`config.mk`:
```
export PLATFORM = sky130hd
export DESIGN_NAME = mux8way_arbiter
export DESIGN_NICKNAME = d
export VERILOG_FILES = /design/src/rtl/mux8way_arbiter_pkg.sv /design/src/rtl/rr_pick8.sv /design/src/rtl/mux8way_arbiter.sv
export SDC_FILE = /design/constraint.sdc
export NUM_CORES = 1
export LEC_CHECK = 0
export CAP_MARGIN = 25
export CORE_MARGIN = 2
export CORE_UTILIZATION = 40
export DETAILED_ROUTE_END_ITERATION = 8
export GPL_TIMING_DRIVEN = 0
export PLACE_DENSITY = 0.9
export SETUP_SLACK_MARGIN = 0.02
export SYNTH_ARGS = -nofsm -noshare
export SYNTH_HDL_FRONTEND = slang
export SYNTH_SLANG_ARGS = --single-unit
```
`constraint.sdc`:
```
create_clock -name clk -period 7.4 [get_ports clk]
set_clock_uncertainty 0.1 [all_clocks]
set_input_delay 1.48 -clock clk [delete_from_list [all_inputs] [get_ports clk]]
set_output_delay 1.48 -clock clk [all_outputs]
set_load 0.01 [all_outputs]
```
`src/rtl/mux8way_arbiter_pkg.sv`:
```
// Shared definitions for the 8-way merging arbiter and its round-robin picker.
`ifndef MUX8WAY_ARBITER_PKG_SV
`define MUX8WAY_ARBITER_PKG_SV

// Part-select of channel i out of a flat bus holding 8 channels of w bits each.
`define MUX8_CH_SLICE(i, w) (int'(i))*(w) +: (w)

package mux8way_arbiter_pkg;

    localparam int NUM_CH = 8;
    localparam int SEL_W  = 3;

    typedef enum logic {
        ARB  = 1'b0,
        LOCK = 1'b1
    } state_e;

    // Next channel in round-robin order; the 3-bit add wraps 7 back to 0.
    function automatic logic [SEL_W-1:0] next_ch(input logic [SEL_W-1:0] c);
        return c + SEL_W'(1);
    endfunction

endpackage

`endif

```
`src/rtl/rr_pick8.sv`:
```
// Combinational round-robin picker: first requester at or after ptr, wrapping.
module rr_pick8
    import mux8way_arbiter_pkg::*;
(
    input  logic [NUM_CH-1:0] req_i,
    input  logic [SEL_W-1:0]  ptr_i,
    output logic [NUM_CH-1:0] gnt_o,
    output logic [SEL_W-1:0]  idx_o,
    output logic              any_o
);

    // Scan from the farthest offset down so the closest requester to ptr wins.
    always_comb begin
        idx_o = '0;
        for (int k = NUM_CH - 1; k >= 0; k--) begin
            if (req_i[ptr_i + SEL_W'(k)]) idx_o = ptr_i + SEL_W'(k);
        end
        any_o = |req_i;
        gnt_o = any_o ? (NUM_CH'(1) << idx_o) : '0;
    end

endmodule

```
`src/rtl/mux8way_arbiter.sv`:
```
// Eight source channels merged onto one registered output stream.
// Round-robin between packets, locked to one channel until its last beat.
module mux8way_arbiter
    import mux8way_arbiter_pkg::*;
#(
    parameter int WIDTH = 16
) (
    input  logic                    clk,
    input  logic                    reset,
    input  logic [NUM_CH*WIDTH-1:0] in_data,
    input  logic [NUM_CH-1:0]       in_valid,
    input  logic [NUM_CH-1:0]       in_last,
    output logic [NUM_CH-1:0]       in_ready,
    output logic [WIDTH-1:0]        out_data,
    output logic [SEL_W-1:0]        out_sel,
    output logic                    out_last,
    output logic                    out_valid,
    input  logic                    out_ready
);

    state_e             state_q, state_d;
    logic [SEL_W-1:0]   ptr_q, ptr_d;
    logic [SEL_W-1:0]   cur_q, cur_d;
    logic [WIDTH-1:0]   out_data_q;
    logic [SEL_W-1:0]   out_sel_q;
    logic               out_last_q;
    logic               out_valid_q;

    logic [NUM_CH-1:0]  pick_gnt;
    logic [SEL_W-1:0]   pick_idx;
    logic               pick_any;
    logic               can_load;
    logic [SEL_W-1:0]   src_idx;
    logic               accept;
    logic               acc_last;

    rr_pick8 u_pick (
        .req_i (in_valid),
        .ptr_i (ptr_q),
        .gnt_o (pick_gnt),
        .idx_o (pick_idx),
        .any_o (pick_any)
    );

    // The output register can take a beat when empty or being drained this cycle.
    assign can_load = !out_valid_q | out_ready;
    assign src_idx  = (state_q == LOCK) ? cur_q : pick_idx;
    assign accept   = |in_ready;
    assign acc_last = in_last[src_idx];

    // State register: FSM state, round-robin pointer and locked channel.
    always_ff @(posedge clk) begin
        if (reset) begin
            state_q <= ARB;
            ptr_q   <= '0;
            cur_q   <= '0;
        end else begin
            state_q <= state_d;
            ptr_q   <= ptr_d;
            cur_q   <= cur_d;
        end
    end

    // Next state: a last beat releases to ARB and advances ptr; any other beat locks.
    always_comb begin
        state_d = state_q;
        ptr_d   = ptr_q;
        cur_d   = cur_q;
        if (accept) begin
            if (acc_last) begin
                state_d = ARB;
                ptr_d   = next_ch(src_idx);
            end else begin
                state_d = LOCK;
                cur_d   = src_idx;
            end
        end
    end

    // Outputs: grant at most one channel; nothing is accepted during reset.
    always_comb begin
        in_ready = '0;
        if (!reset) begin
            case (state_q)
                ARB:     if (pick_any && can_load) in_ready = pick_gnt;
                LOCK:    in_ready[cur_q] = can_load & in_valid[cur_q];
                default: in_ready = '0;
            endcase
        end
    end

    // Output stage: load accepted beats, drop valid when drained with nothing new.
    always_ff @(posedge clk) begin
        if (reset) begin
            out_data_q  <= '0;
            out_sel_q   <= '0;
            out_last_q  <= 1'b0;
            out_valid_q <= 1'b0;
        end else if (accept) begin
            out_data_q  <= in_data[`MUX8_CH_SLICE(src_idx, WIDTH)];
            out_sel_q   <= src_idx;
            out_last_q  <= acc_last;
            out_valid_q <= 1'b1;
        end else if (can_load) begin
            out_valid_q <= 1'b0;
        end
    end

    assign out_data  = out_data_q;
    assign out_sel   = out_sel_q;
    assign out_last  = out_last_q;
    assign out_valid = out_valid_q;

endmodule

```
==> impl_results.md, run 1 <==
* Hold Slack at 369.9 ps
* DR WL/cell at 20.37 µm
* Clock transition at path regs at ~100 ps
* GPL Wtd Cong at 0.9145
* Worst Path Required at between 5000 and 6000 ps
* Final Power at 2625 µW
* Flops & latches, synth at 28
* EDFF count, synth at 0
* Top sig layer: met4
* Largest cells by area after synthesis: mux4_2, dfxtp_1, nand2_1, a311oi_2, mux2_2
* CP Class: in2out
* Initial antenna violation count at 0
* Hold_buf cts at 0
* Status: complete, no violations
* Cell Chain, Critical Path: clkdlybuf4s50_1, clkbuf_1, mux4_2, o21ai_0, nand3_1, a221oi_2, o31ai_2, nor2_2, inv_1, o31a_1, nor2b_1, clkdlybuf4s50_1
* Die H at 100.1 µm
* RSZ-0062 raised after global routing: false
* GRT Util Overall at about a quarter
* Reg2Reg Setup Slack at between 2000 and 3000 ps
* CP max-delay cell: mux4_2
* Least-Margin Pin Slew at about 730 ps
* Post-synthesis xor/xnor area fraction at 1.626%
* WHS Endpoint: out_sel[0]$_SDFFE_PP0P_
* Area of the core at a little over 9000 µm²
* Drt pass-1 iters at 4
* FMAX at 0.1526 GHz
* Synth cell types at between 70 and 80
* Final setup violating endpoints at 0
* Post-detail-place hpwl at ~11,000 µm
* Number of DRC markers in iteration 0 at 164
* Die Wd at 100.1 µm
* Hold_sp: out_sel[0]$_SDFFE_PP0P_
* Vias in the first global route at roughly 4,300
* Detailed-routed wire length on met2 at about 7000 µm
* Critical path's top delay family: buffers and inverters
* Synth area leader: mux4_2
* Via count at between 4,000 and 5,000
* Final instance area at about 5600 µm²
* DR vias/cell at 6.113
* Adder-cell share of the synthesized area at between 1 and 1.5%
* Post-synthesis compound-gate area fraction at about 23%
* Total of max-cap violations at 0
* Min-delay worst type: reg2reg
* Synth Warn # at 0
* M1 WL at around 4500 µm
* Max stage delay on crit path at between 500 and 600 ps
* Synth Flop Type: dfxtp_1
* CTS Buf Count at 3
* Mux cell area share after synthesis at about 36%
* Reg2reg start: ptr_q[0]$_SDFFE_PP0P_
* Congestion Overflow GR at 0
* First-pass GRT wire length at 21,070 µm
* Largest net degree at the start of global routing at 17
* Sink Count at 28
* Antenna-violating nets left at 0
* Port bufs at between 150 and 200
* H-tree levels at 1
* Antenna Cells at 0
* Residual DRC at 0
* WL final at around 13,000 µm
* WL met3 at around 1200 µm
* Final period util at 88.57%
* Largest family of logic cells by synthesized area: multiplexers
* Power per standard cell area at between 400 and 500 nW/µm²
* Slew HR at slightly above 50%
* Max clock buf depth at 2
* Post CTS Setup Buffer Count at 0
* Count of pins over their slew limit at 0
* Worst Hold Depth at 2
* Die area at around 10,000 µm²
* Seq/Total Area, Yosys at 15.18%
* Cells after synthesis at roughly 370
* Std-Cell Rows at 35
* DP Area at 5574 µm²
* Crit end category: primary output
* Place WS at between 800 and 900 ps
* Cts repair resizes at 0
* Initial Util at about 41%
* Mapped Nets at around 520
* Top-area cell type share of the netlist area at between 20% and 30%
* Mapped Avg Cell Area at between 9 and 10 µm²
* CP startpoint: in_valid[3]
* Share of flip-flops with an asynchronous set or reset at 0%
* Buf/Inv on CP at 4
* Nets at 702
* Synth Area in Simple Gates at 15.85%
* Share of post-route cells with drive strength above 1 at between 20% and 30%
* CP dominant cell by count: clkdlybuf4s50_1
* Final Hold Fails at 0
* Critical-path maximum fanout at 10
* TritonCTS clock tree: done
* Area grow syn2layout at 52.85%
* FILL cells at 731
* Final worst setup slack at around 850 ps
* R2R depth at 17
* Skew-Pair Late Insertion Delay at approximately 270 ps
* Fin crit period at 6555 ps
* TNS Setup at 0 ps
* Mapped Area at roughly 3700 µm²
* Root buffer cell: clkbuf_8
* Reg-to-reg endpoint: out_data[12]$_SDFFE_PP0P_
* Critical Path AT at between 4000 and 5000 ps
* Leakage at ~0.002 µW
* Max VDD drop at about 0.34 mV
* Top-level port count at about 180
* Startpoint Class: input port
## registers in the layout, summed over array words and instances, names as in the netlist
signal     flops
out_sel        3
ptr_q          3
cur_q          3
out_last       1
state_q        1
out_valid      1
out_data      16
## worst min-delay path: cells and delay by family (launching register included)
family          cells  cell delay, ps
flops               1             320
simple gates        1              60
compound gates      1              50
## synthesized netlist by cell type (4+ instances only)
library cell,number
buf_6,6
buf_4,8
clkbuf_1,18
a311oi_1,6
nand2_1,51
mux2_2,13
nand4_1,5
nand2b_1,7
a211oi_1,7
mux4_2,46
a311oi_2,12
nor3_1,4
mux2i_1,11
buf_2,4
nor2b_1,5
o211ai_1,5
nor2_1,27
a21oi_1,14
nor3b_1,4
dfxtp_1,28
inv_1,11
## layout by cell type, fill, tap and decap left out, types with 12 or more instances in the layout
| cell type | netlist | routed |
|---|---|---|
| a21oi_1 | 14 | 14 |
| nand2_1 | 51 | 51 |
| nor2_1 | 27 | 27 |
| dfxtp_1 | 28 | 28 |
| mux2_2 | 13 | 13 |
| a311oi_2 | 12 | 12 |
| clkbuf_1 | 18 | 18 |
| mux4_2 | 46 | 46 |
| clkdlybuf4s50_1 | 0 | 174 |
## area by class of cell
type                       instances  area [µm²]  area share (%)
inverter                          13       48.80          0.8644
buffer                            37       230.2           4.078
multi-input combinational        295        2854           50.55
clock buffer                       3       41.29          0.7314
clock inverter                     1       30.03          0.5319
timing repair buffer             174        1742           30.85
sequential                        28       560.5           9.929
tap                              111       138.9           2.460
## how the worst max path moves through the flow
stage          slack [ps]     endpoint  cells past startpoint
2_1_floorplan        2190  in_ready[6]                     10
3_3_place_gp          900  in_ready[6]                     12
3_5_place_dp          860  in_ready[6]                     12
4_1_cts               860  in_ready[6]                     12
5_1_grt               640  in_ready[6]                     12
6_report              850  in_ready[6]                     12
## power by group
group          internal, µW  total, µW  leakage (µW)  switching, µW
clock network          72.4        122     0.0000357           49.1
registers               208        234      0.000231           26.5
logic                  1060       2270       0.00171           1210
total                  1340       2620       0.00198           1290
## cell families (layout without fill, tap and decap cells)
family                   after synthesis  in the layout
flip-flops                            28             28
AND/OR/NAND/NOR                      121            121
buffers and inverters                 50            228
XOR/XNOR                               6              6
AO/OA/AOI/OAI                         93             93
multiplexers                          72             72
adder cells (fa/ha/maj)                3              3
## metrics by stage
| stage | cells | utilization [%] |
|---|---|---|
| floorplan | 373 | - |
| global placement | 658 | 61.20 |
| detailed placement | 658 | 61.20 |
| CTS | 662 | 61.98 |
| global route | 662 | 61.98 |
| finish | 662 | 61.98 |
## routing by layer
layer | vias to the layer above | track usage [%]
met5 | - | 0
met4 | 0 | 12.96
met3 | 49 | 6.198
met2 | 225 | 49.22
met1 | 1932 | 27.71
li1 | 1841 | -
(Power assumes the default switching activity.)
==> inputs of run 2 (changes only) <==
--- a/config.mk
+++ b/config.mk
@@ -5,7 +5,7 @@
 export SDC_FILE = /design/constraint.sdc
 export NUM_CORES = 1
 export LEC_CHECK = 0
-export CAP_MARGIN = 25
+export CAP_MARGIN = 15
 export CORE_MARGIN = 2
 export CORE_UTILIZATION = 40
 export DETAILED_ROUTE_END_ITERATION = 8
==> results of run 2 <==
Final layout, timing and power as in run 1 (identical DEF).
